$ cat config.mk
export PLATFORM = sky130hd
export DESIGN_NAME = i2s_receiver_flat
export DESIGN_NICKNAME = d
export VERILOG_FILES = /design/src/rtl/i2s_pkg.sv /design/src/rtl/i2s_receiver_if.sv /design/src/rtl/sync_2ff.sv /design/src/rtl/i2s_receiver.sv /design/src/flat_wrapper.sv
export SDC_FILE = /design/constraint.sdc
export NUM_CORES = 1
export LEC_CHECK = 0
export BUFFER_PORTS_ARGS = -buffer_cell sky130_fd_sc_hd__buf_4
export CAP_MARGIN = 20
export CORE_ASPECT_RATIO = 1.4
export CORE_MARGIN = 10
export CORE_UTILIZATION = 41
export CTS_CLUSTER_DIAMETER = 100
export DETAILED_ROUTE_END_ITERATION = 10
export PLACE_DENSITY = 0.57
export SYNTH_ARGS = -nofsm -noshare
export SYNTH_HDL_FRONTEND = slang
export SYNTH_SLANG_ARGS = --single-unit
export TNS_END_PERCENT = 50
$ cat constraint.sdc
create_clock -name input_clk -period 8.99 [get_ports input_clk]
set_clock_uncertainty 0.15 [all_clocks]
set_input_delay 1.3485 -clock input_clk [delete_from_list [all_inputs] [get_ports input_clk]]
set_output_delay 1.3485 -clock input_clk [all_outputs]
set_load 0.005 [all_outputs]
$ cat src/rtl/i2s_pkg.sv
// Shared I2S widths and sample type, used by receiver and transmitter.
// Plain package, no configuration macros.
package i2s_pkg;
  localparam int I2S_DATA_W = 16;
  localparam int I2S_SLOT_W = 16;
  localparam int CNT_W = 6;
  typedef logic [I2S_DATA_W-1:0] sample_t;
endpackage

$ cat src/rtl/i2s_receiver_if.sv
// I2S serial bus plus recovered stereo sample outputs.
// master drives the serial lines, slave is the receiver.
interface i2s_receiver_if #(
  parameter int DATA_W = 16
);
  logic              serial_clk;
  logic              word_select;
  logic              sound_bit_in;
  logic [DATA_W-1:0] left_sample;
  logic [DATA_W-1:0] right_sample;
  logic              sample_valid;
  logic              locked;
  logic              frame_err;

  modport master (
    output serial_clk, word_select, sound_bit_in,
    input  left_sample, right_sample,
    input  sample_valid, locked, frame_err
  );

  modport slave (
    input  serial_clk, word_select, sound_bit_in,
    output left_sample, right_sample,
    output sample_valid, locked, frame_err
  );
endinterface

$ cat src/rtl/sync_2ff.sv
// Two-flop synchronizer for one asynchronous input bit.
// Cleared to 0 by the asynchronous active-low reset.
module sync_2ff (
  input  logic clk,
  input  logic rst_n,
  input  logic d,
  output logic q
);
  logic meta_q;
  logic sync_q;

  // Two-stage capture into the clk domain
  always_ff @(posedge clk or negedge rst_n) begin
    if (!rst_n) begin
      meta_q <= 1'b0;
      sync_q <= 1'b0;
    end else begin
      meta_q <= d;
      sync_q <= meta_q;
    end
  end

  assign q = sync_q;
endmodule

$ cat src/rtl/i2s_receiver.sv
// I2S stereo receiver oversampling serial_clk on input_clk.
// Define I2S_RX_FRAME_CHECK_EN to build the sticky slot-length checker.
module i2s_receiver
  import i2s_pkg::*;
#(
  parameter int DATA_W = I2S_DATA_W,
  parameter int SLOT_W = I2S_SLOT_W
) (
  input logic     input_clk,
  input logic     reset,
  i2s_receiver_if.slave bus
);
  localparam int CAP_W = (DATA_W < SLOT_W) ? DATA_W : SLOT_W;
  localparam logic [CNT_W-1:0] DATA_N = CNT_W'(CAP_W);

  logic sck_s, ws_s, sd_s;

  sync_2ff u_sync_sck (
    .clk(input_clk), .rst_n(reset),
    .d(bus.serial_clk), .q(sck_s)
  );
  sync_2ff u_sync_ws (
    .clk(input_clk), .rst_n(reset),
    .d(bus.word_select), .q(ws_s)
  );
  sync_2ff u_sync_sd (
    .clk(input_clk), .rst_n(reset),
    .d(bus.sound_bit_in), .q(sd_s)
  );

  logic              sck_prev_q, sck_prev_d;
  logic              ws_prev_q, ws_prev_d;
  logic              ws_seen_q, ws_seen_d;
  logic              locked_q, locked_d;
  logic              hold_ok_q, hold_ok_d;
  logic              valid_q, valid_d;
  logic [CNT_W-1:0]  cnt_q, cnt_d;
  logic [DATA_W-1:0] shreg_q, shreg_d;
  logic [DATA_W-1:0] hold_q, hold_d;
  logic [DATA_W-1:0] left_q, left_d;
  logic [DATA_W-1:0] right_q, right_d;

  logic              rise, trans, take;
  logic [CNT_W-1:0]  cnt_inc;
  logic [DATA_W-1:0] shifted, nxt_sh, word;

  assign rise    = sck_s & ~sck_prev_q;
  assign trans   = rise & ws_seen_q & (ws_s != ws_prev_q);
  assign take    = locked_q & (cnt_q < DATA_N);
  assign cnt_inc = (cnt_q == '1) ? cnt_q : cnt_q + 1'b1;
  assign shifted = (shreg_q << 1) | DATA_W'(sd_s);
  assign nxt_sh  = take ? shifted : shreg_q;
  assign word    = (cnt_inc < DATA_N)
                 ? nxt_sh << (DATA_N - cnt_inc)
                 : nxt_sh;

  // Slot assembly and stereo pairing, advanced on serial_clk rises
  always_comb begin
    sck_prev_d = sck_s;
    ws_prev_d  = ws_prev_q;
    ws_seen_d  = ws_seen_q;
    locked_d   = locked_q;
    hold_ok_d  = hold_ok_q;
    valid_d    = 1'b0;
    cnt_d      = cnt_q;
    shreg_d    = shreg_q;
    hold_d     = hold_q;
    left_d     = left_q;
    right_d    = right_q;
    if (rise) begin
      ws_prev_d = ws_s;
      ws_seen_d = 1'b1;
      if (locked_q) begin
        cnt_d   = cnt_inc;
        shreg_d = nxt_sh;
      end
      if (trans) begin
        locked_d = 1'b1;
        cnt_d    = '0;
        shreg_d  = '0;
        if (locked_q && ws_s) begin
          hold_d    = word;
          hold_ok_d = 1'b1;
        end else if (locked_q && hold_ok_q) begin
          left_d  = hold_q;
          right_d = word;
          valid_d = 1'b1;
        end
      end
    end
  end

  // Receiver state registers
  always_ff @(posedge input_clk or negedge reset) begin
    if (!reset) begin
      sck_prev_q <= 1'b0;
      ws_prev_q  <= 1'b0;
      ws_seen_q  <= 1'b0;
      locked_q   <= 1'b0;
      hold_ok_q  <= 1'b0;
      valid_q    <= 1'b0;
      cnt_q      <= '0;
      shreg_q    <= '0;
      hold_q     <= '0;
      left_q     <= '0;
      right_q    <= '0;
    end else begin
      sck_prev_q <= sck_prev_d;
      ws_prev_q  <= ws_prev_d;
      ws_seen_q  <= ws_seen_d;
      locked_q   <= locked_d;
      hold_ok_q  <= hold_ok_d;
      valid_q    <= valid_d;
      cnt_q      <= cnt_d;
      shreg_q    <= shreg_d;
      hold_q     <= hold_d;
      left_q     <= left_d;
      right_q    <= right_d;
    end
  end

  assign bus.left_sample  = left_q;
  assign bus.right_sample = right_q;
  assign bus.sample_valid = valid_q;
  assign bus.locked       = locked_q;

`ifdef I2S_RX_FRAME_CHECK_EN
  logic       ferr_q, ferr_d;
  logic [6:0] slot_len;

  assign slot_len = {1'b0, cnt_q} + 7'd1;

  // Sticky flag for any post-lock slot of the wrong length
  always_comb begin
    ferr_d = ferr_q;
    if (trans && locked_q && (slot_len != 7'(SLOT_W)))
      ferr_d = 1'b1;
  end

  // Frame error register, cleared only by reset
  always_ff @(posedge input_clk or negedge reset) begin
    if (!reset) ferr_q <= 1'b0;
    else        ferr_q <= ferr_d;
  end

  assign bus.frame_err = ferr_q;
`else
  assign bus.frame_err = 1'b0;
`endif
endmodule

$ cat src/flat_wrapper.sv
// flat-port wrapper written by rule: the top's interface ports become plain ports
module i2s_receiver_flat import i2s_pkg::*;
#(
  parameter int DATA_W = I2S_DATA_W,
  parameter int SLOT_W = I2S_SLOT_W
)
  (input_clk, reset, bus_serial_clk, bus_word_select, bus_sound_bit_in, bus_left_sample, bus_right_sample, bus_sample_valid, bus_locked, bus_frame_err);
  i2s_receiver_if #(.DATA_W(DATA_W)) bus_i ();
  input logic input_clk;
  input logic reset;
  input wire logic [$bits(bus_i.serial_clk)-1:0] bus_serial_clk;
  input wire logic [$bits(bus_i.word_select)-1:0] bus_word_select;
  input wire logic [$bits(bus_i.sound_bit_in)-1:0] bus_sound_bit_in;
  output wire logic [$bits(bus_i.left_sample)-1:0] bus_left_sample;
  output wire logic [$bits(bus_i.right_sample)-1:0] bus_right_sample;
  output wire logic [$bits(bus_i.sample_valid)-1:0] bus_sample_valid;
  output wire logic [$bits(bus_i.locked)-1:0] bus_locked;
  output wire logic [$bits(bus_i.frame_err)-1:0] bus_frame_err;
  assign bus_i.serial_clk = bus_serial_clk;
  assign bus_i.word_select = bus_word_select;
  assign bus_i.sound_bit_in = bus_sound_bit_in;
  assign bus_left_sample = bus_i.left_sample;
  assign bus_right_sample = bus_i.right_sample;
  assign bus_sample_valid = bus_i.sample_valid;
  assign bus_locked = bus_i.locked;
  assign bus_frame_err = bus_i.frame_err;
  i2s_receiver #(.DATA_W(DATA_W), .SLOT_W(SLOT_W)) u_core (.input_clk(input_clk), .reset(reset), .bus(bus_i));
endmodule
==> results of run 1 <==
[cells by family after synthesis]
kind of cell	Yosys count	synth area share [%]
and+or+nand+nor	186	18.4
AOI/OAI and AO/OA	152	24.0
xor gates and xnor gates	4	0.741
buffers and inverters	49	5.08
muxes	30	7.78
adders and majority gates	2	0.529
DFF	82	43.4
other	1	0.0794
[cells in the mapped netlist, types with 3 or more instances]
library cell   n
nand2_1       91
dfrtp_1       82
nor2_1        30
clkbuf_1      26
a21oi_1       19
o21ai_0       19
a22o_1        16
mux2_2        14
a21o_1        13
a31oi_1       12
mux2i_1       12
and3_1         9
buf_2          9
nand3_1        8
nor3_1         8
o211ai_1       8
o21ai_1        8
nand2b_1       7
or2_2          7
o221ai_1       6
and2_1         5
o221a_2        5
a211oi_1       4
inv_1          4
mux4_2         4
nor2b_1        4
o22a_1         4
a2111oi_0      3
a221oi_1       3
a22oi_1        3
a311oi_1       3
buf_1          3
buf_4          3
buf_6          3
nand4_1        3
o21a_1         3
o221ai_2       3
o31ai_1        3
xnor2_1        3
[state kept, by name (all words and copies together), names as in the netlist]
register                  count
u_core.bus.right_sample      16
u_core.u_sync_sck.q           1
u_core.hold_ok_q              1
u_core.cnt_q                  6
u_core.bus.left_sample       16
u_core.ws_prev_q              1
u_core.hold_q                16
u_core.u_sync_ws.meta_q       1
u_core.u_sync_sd.q            1
u_core.sck_prev_q             1
u_core.bus.sample_valid       1
u_core.ws_seen_q              1
u_core.shreg_q               16
u_core.u_sync_ws.q            1
u_core.u_sync_sd.meta_q       1
u_core.bus.locked             1
u_core.u_sync_sck.meta_q      1
[path summary, 6_finish.rpt]
check                                   startpoint                           to  slack (ps)
min reg2reg                u_core.u_sync_sd.meta_q           u_core.u_sync_sd.q         210
min in group asynchronous                    reset            u_core.hold_q[13]         770
max reg2reg                        u_core.cnt_q[0]  u_core.bus.right_sample[10]        4220
max in group asynchronous                    reset             u_core.hold_ok_q        6920
min                        u_core.u_sync_sd.meta_q           u_core.u_sync_sd.q         210
max                                u_core.cnt_q[0]  u_core.bus.right_sample[10]        4220
[power groups by stage]
stage               clock (uW)  combinational [uW]  sequential, uW
floorplan                    0                 653             511
global placement             0                 889             556
detailed placement           0                 894             559
CTS                        381                 898             552
global route               397                 981             570
finish                     373                 895             553
[metrics by stage]
step           setup slack, ps  hold slack [ps]  instance area [um^2]  instances
6_report                  4220              206                  5330        666
5_1_grt                   3820              212                  5330        666
4_1_cts                   4290              212                  5320        665
3_5_place_dp              4310              197                  5020        649
3_3_place_gp              4460              182                  5020        649
2_1_floorplan             5690              181                  4730        506
[cell type report]
type,instances,area (um^2),area share (%)
Multi-Input combinational cell,375,2440,45.8
Sequential cell,82,2050,38.5
Timing Repair Buffer,45,338,6.34
Clock buffer,9,225,4.23
Tap cell,144,180,3.38
Clock inverter,7,76.3,1.43
Inverter,4,15.0,0.282
[metal layers]
| metal | GRT usage, % | up-vias |
|---|---|---|
| li1 | - | 1880 |
| met4 | 7.31 | 0 |
| met2 | 27.5 | 116 |
| met1 | 20.5 | 1938 |
| met3 | 3.06 | 23 |
| met5 | 0 | - |
[critical path, stage by stage, from the launching register on]
cell and delay [ps]:
dfrtp_1 880, ha_1 370, nand3_2 220, o21ai_0 540
nand2_1 150, ha_1 680, inv_1 410, and2_1 260
a32oi_1 330, o22a_1 220, o221ai_1 140, mux2_2 290
==> results.py, run 1 <==
metrics = {
    "power_and_ir_drop": {
        "pwr-share-comb_pct": 49.2,
        "leakage_uw": 0.00240,
        "vdd_ir_drop_max_v": 0.000108,
        "p_sw_share_pct": 42.4,
        "p_switching_uw": 772,
        "p_per_area_nw_per_um2": 342,
        "sequentialPowerShare_pct": 30.4,
        "finalPower_uw": 1820,
        "p_int_uw": 1050,
        "clkPwrFrac_pct": 20.5,
    },
    "logic_synthesis": {
        "synth.area.top_cells": "dfrtp_1 (43%), nand2_1 (7.2%), mux2_2 (3.3%), a22o_1 (3.0%), mux2i_1 (2.5%)",
        "ys.flop_type": "dfrtp_1",
        "async_reset_ff_share_pct": 100,
        "syn_nets": 513,
        "ys_seq_area_share_pct": 43.4,
        "yosysTopAreaCellShare_pct": 43.4,
        "ys_seq_elements": 82,
        "syn_inst": 506,
        "synth_edf_count": 0,
        "synth_area_leader_cell": "dfrtp_1",
        "ys_types": 69,
        "avgSynthCellArea_um2": 9.34,
        "synth_area_um2": 4730,
        "yosysWarnings": 0,
    },
    "sta": {
        "period_share_pct": 53.0,
        "rsz0062_at_grt": "no",
        "min_period_ps": 4770,
        "maxSlewViolCount": 0,
        "tightest_slew_ps": 967,
        "setup_viol_count_final": 0,
        "timing.fmax_ghz": 0.210,
        "slew_headroom_pct": 35.5,
        "hold_viol_final": 0,
        "fin_setup_tns_ps": 0,
    },
    "clock_network": {
        "clk_transition_reported_paths_ps": 60,
        "cts_buffer_depth": 2,
        "cts_buffers": 9,
        "h-tree-depth": 3,
        "clk_root_buffer_cell": "clkbuf_16",
        "numClockSinks": 82,
        "cts_resized": 0,
        "postCtsSetupBuffers": 0,
        "postCtsHoldBufs": 0,
        "clk_latency_ps": 340,
        "cts_tree": "done",
    },
    "detailed_routing": {
        "wl_um": 13500,
        "dr.pass1.iters": 5,
        "vias": 3957,
        "met3_length_um": 527,
        "drc": 0,
        "wl_per_cell_um": 20.3,
        "vias_per_cell": 5.94,
        "drt_iter0_markers": 328,
        "met1Wirelength_um": 5840,
        "route.met2.wl_um": 6690,
        "top_layer": "met4",
        "ant_nets": 0,
    },
    "die": {
        "rows": 46,
        "start_util_pct": 41.9,
        "coreArea_um2": 11300,
        "die_h_um": 147,
        "die_width_um": 111,
        "ios": 40,
        "dieArea_um2": 16300,
    },
    "global_routing": {
        "first_global_vias": 3870,
        "grt_pass1_wl_um": 22100,
        "antenna_found_initial": 0,
        "globalRouteTotalUtil_pct": 16.6,
        "overflow": 0,
        "grt_max_degree": 54,
    },
    "worst_setup_path": {
        "worstPathArrival_ps": 4840,
        "cp-end-kind": "flop",
        "crit_type": "reg2reg",
        "cp_max_fo": 28,
        "start_kind": "flop",
        "rr_worst_depth": 11,
        "worstPathRequired_ps": 9060,
    },
    "flow_run": {
        "maxCapViolations": 0,
    },
    "cells_and_area": {
        "nFillCells": 1108,
        "final_common_cell": "nand2_1",
        "drive_above_1_share_pct": 19.5,
        "nNetsFinal": 524,
        "area_delta_synth_final_pct": 12.8,
        "antenna_cells": 0,
        "final_cell_mix": "nand2_1 (91), dfrtp_1 (82), buf_4 (45), nor2_1 (30)",
        "post-route-util_pct": 47.2,
    },
    "hold_path": {
        "hold_path.class": "reg2reg",
        "worst_hold_path.num_cells": 0,
    },
    "placed_design": {
        "place_congestion": 0.940,
        "hpwl_um": 10000,
        "io_buffers": 38,
    },
    "run_status": {
        "status": "completed",
    },
}
Power figures use the tool's default switching activity.
==> run 2: changes to the inputs <==
--- a/config.mk
+++ b/config.mk
@@ -12,7 +12,7 @@
 export CORE_UTILIZATION = 41
 export CTS_CLUSTER_DIAMETER = 100
 export DETAILED_ROUTE_END_ITERATION = 10
-export PLACE_DENSITY = 0.57
+export PLACE_DENSITY = 0.6
 export SYNTH_ARGS = -nofsm -noshare
 export SYNTH_HDL_FRONTEND = slang
 export SYNTH_SLANG_ARGS = --single-unit
==> constraint.sdc (replaced) <==
create_clock -name input_clk -period 4.31 [get_ports input_clk]
set_clock_uncertainty 0.15 [all_clocks]
set_input_delay 0.6465 -clock input_clk [delete_from_list [all_inputs] [get_ports input_clk]]
set_output_delay 0.6465 -clock input_clk [all_outputs]
set_load 0.005 [all_outputs]
==> results.py, run 2 (synthesized netlist as in run 1, its figures left out) <==
metrics = {
    "cells_and_area": {
        "stdcell_area_um2": 5390,
        "seqCellArea_um2": 2050,
        "multiInputGateArea_um2": 2440,
        "area_delta_synth_final_pct": 14.1,
        "final_cell_mix": "nand2_1 (91), dfrtp_1 (82), buf_4 (49), nor2_1 (30)",
        "nFillCells": 1081,
        "final_common_cell": "nand2_1",
        "nNetsFinal": 530,
        "antenna_cells": 0,
        "drive_above_1_share_pct": 20.5,
    },
    "worst_setup_path": {
        "cp_max_fo": 14,
        "cp_cell_sequence": "ha_1, nand3_2, or3_1, nand2_1, ha_1, a21o_1, nand2_1, a311oi_1, a21oi_1, a21oi_1, o21ai_0",
        "cp-startpoint": "u_core.cnt_q[1]",
        "r2r-start": "u_core.cnt_q[1]",
        "worstPathRequired_ps": 4380,
        "worstPathArrival_ps": 3760,
        "slowest_delay_ps": 560,
        "cp-end-kind": "flop",
        "path_delay_family": "simple AND/OR/NAND/NOR gates",
        "start_kind": "flop",
        "crit_type": "reg2reg",
        "crit_buf_inv": 0,
        "cp_slowest_cell": "or3_1",
    },
    "power_and_ir_drop": {
        "p_per_area_nw_per_um2": 711,
        "p_switching_uw": 1610,
        "vdd_ir_drop_max_v": 0.000286,
        "sequentialPowerShare_pct": 29.3,
        "p_int_uw": 2220,
        "pwr-share-comb_pct": 50.6,
        "clkPwrFrac_pct": 20.2,
        "leakage_uw": 0.00244,
        "p_sw_share_pct": 42.1,
    },
    "detailed_routing": {
        "drc": 0,
        "wl_per_cell_um": 19.6,
        "drt_iter0_markers": 339,
        "vias": 4022,
        "dr.pass1.iters": 5,
        "wl_um": 13200,
        "vias_per_cell": 5.99,
        "ant_nets": 0,
    },
    "sta": {
        "min_period_ps": 3690,
        "tightest_slew_ps": 640,
        "period_share_pct": 85.5,
        "maxSlewViolCount": 0,
        "setup_ws_ps": 625,
        "setup_viol_count_final": 0,
        "slew_headroom_pct": 57.0,
        "fin_setup_tns_ps": 0,
        "rsz0062_at_grt": "no",
        "timing.fmax_ghz": 0.271,
        "hold_ws_ps": 143,
        "hold_viol_final": 0,
    },
    "placed_design": {
        "hpwl_um": 9780,
        "dpl_cell_area_um2": 5050,
        "dp_slack_ps": 626,
        "io_buffers": 38,
        "place_congestion": 0.912,
    },
    "run_status": {
        "status": "completed",
    },
    "global_routing": {
        "grt_max_degree": 83,
        "overflow": 0,
        "first_global_vias": 3948,
        "globalRouteTotalUtil_pct": 16.2,
        "antenna_found_initial": 0,
        "grt_pass1_wl_um": 21800,
    },
    "clock_network": {
        "h-tree-depth": 3,
        "clk_transition_reported_paths_ps": 70,
        "clk_root_buffer_cell": "clkbuf_16",
        "numClockSinks": 82,
        "cts_tree": "done",
        "clk_latency_ps": 340,
        "cts_buffers": 9,
        "postCtsSetupBuffers": 0,
        "postCtsHoldBufs": 0,
        "cts_resized": 0,
        "cts_buffer_depth": 2,
    },
    "hold_path": {
        "hold_path.class": "in2async",
    },
    "die": {
        "start_util_pct": 41.9,
        "coreArea_um2": 11300,
        "rows": 46,
        "die_h_um": 147,
        "die_width_um": 111,
        "ios": 40,
        "dieArea_um2": 16300,
    },
    "flow_run": {
        "maxCapViolations": 0,
    },
}
## run 2: cell count changes in the layout (fill, tap and decap cells not counted), sizes merged
| cell | delta |
|---|---|
| clkinvlp | -1 |
| buf | +6 |
| inv | -1 |
| clkinv | +2 |
## run 2: layer usage
layer	track usage, %	wire length [um]	up-vias
li1	-	-	1893
met3	3.42	626	46
met4	9.60	636	0
met5	0	0	-
met2	26.6	6510	131
met1	19.1	5380	1952
## run 2: layout make-up
class | instances | area share, %
multi-input cells | 375 | 45.3
clock buffers | 9 | 4.18
well taps | 144 | 3.34
repair buffers | 51 | 7.40
flip-flops and latches | 82 | 38.1
inverters | 4 | 0.278
clock inverters | 7 | 1.44
## run 2: metrics by stage
step           std cells  total power, uW  utilization [%]
2_1_floorplan        506             2430                -
3_3_place_gp         653             3060             44.8
3_5_place_dp         653             3060             44.8
4_1_cts              669             3860             47.5
6_report             672             3840             47.8
5_1_grt              672             4110             47.8
## run 2: worst paths after layout
path / end / slack [ps] / cells after the start
worst max-delay path: u_core.hold_q[4] / 620 / 11
worst min-delay path: u_core.hold_q[13] / 140 / 1
worst max register to register: u_core.hold_q[4] / 620 / 11
worst min register to register: u_core.u_sync_sd.q / 200 / 0
max in group asynchronous: u_core.ws_seen_q / 3260 / 2
min in group input_clk: u_core.u_sync_sd.q / 200 / 0
## run 2: power by group through the flow
| stage | clock [uW] | combinational [uW] | sequential (uW) |
|---|---|---|---|
| finish | 773 | 1940 | 1120 |
| global route | 835 | 2120 | 1150 |
| CTS | 798 | 1940 | 1120 |
| detailed placement | 0 | 1920 | 1140 |
| global placement | 0 | 1930 | 1130 |
| floorplan | 0 | 1360 | 1060 |
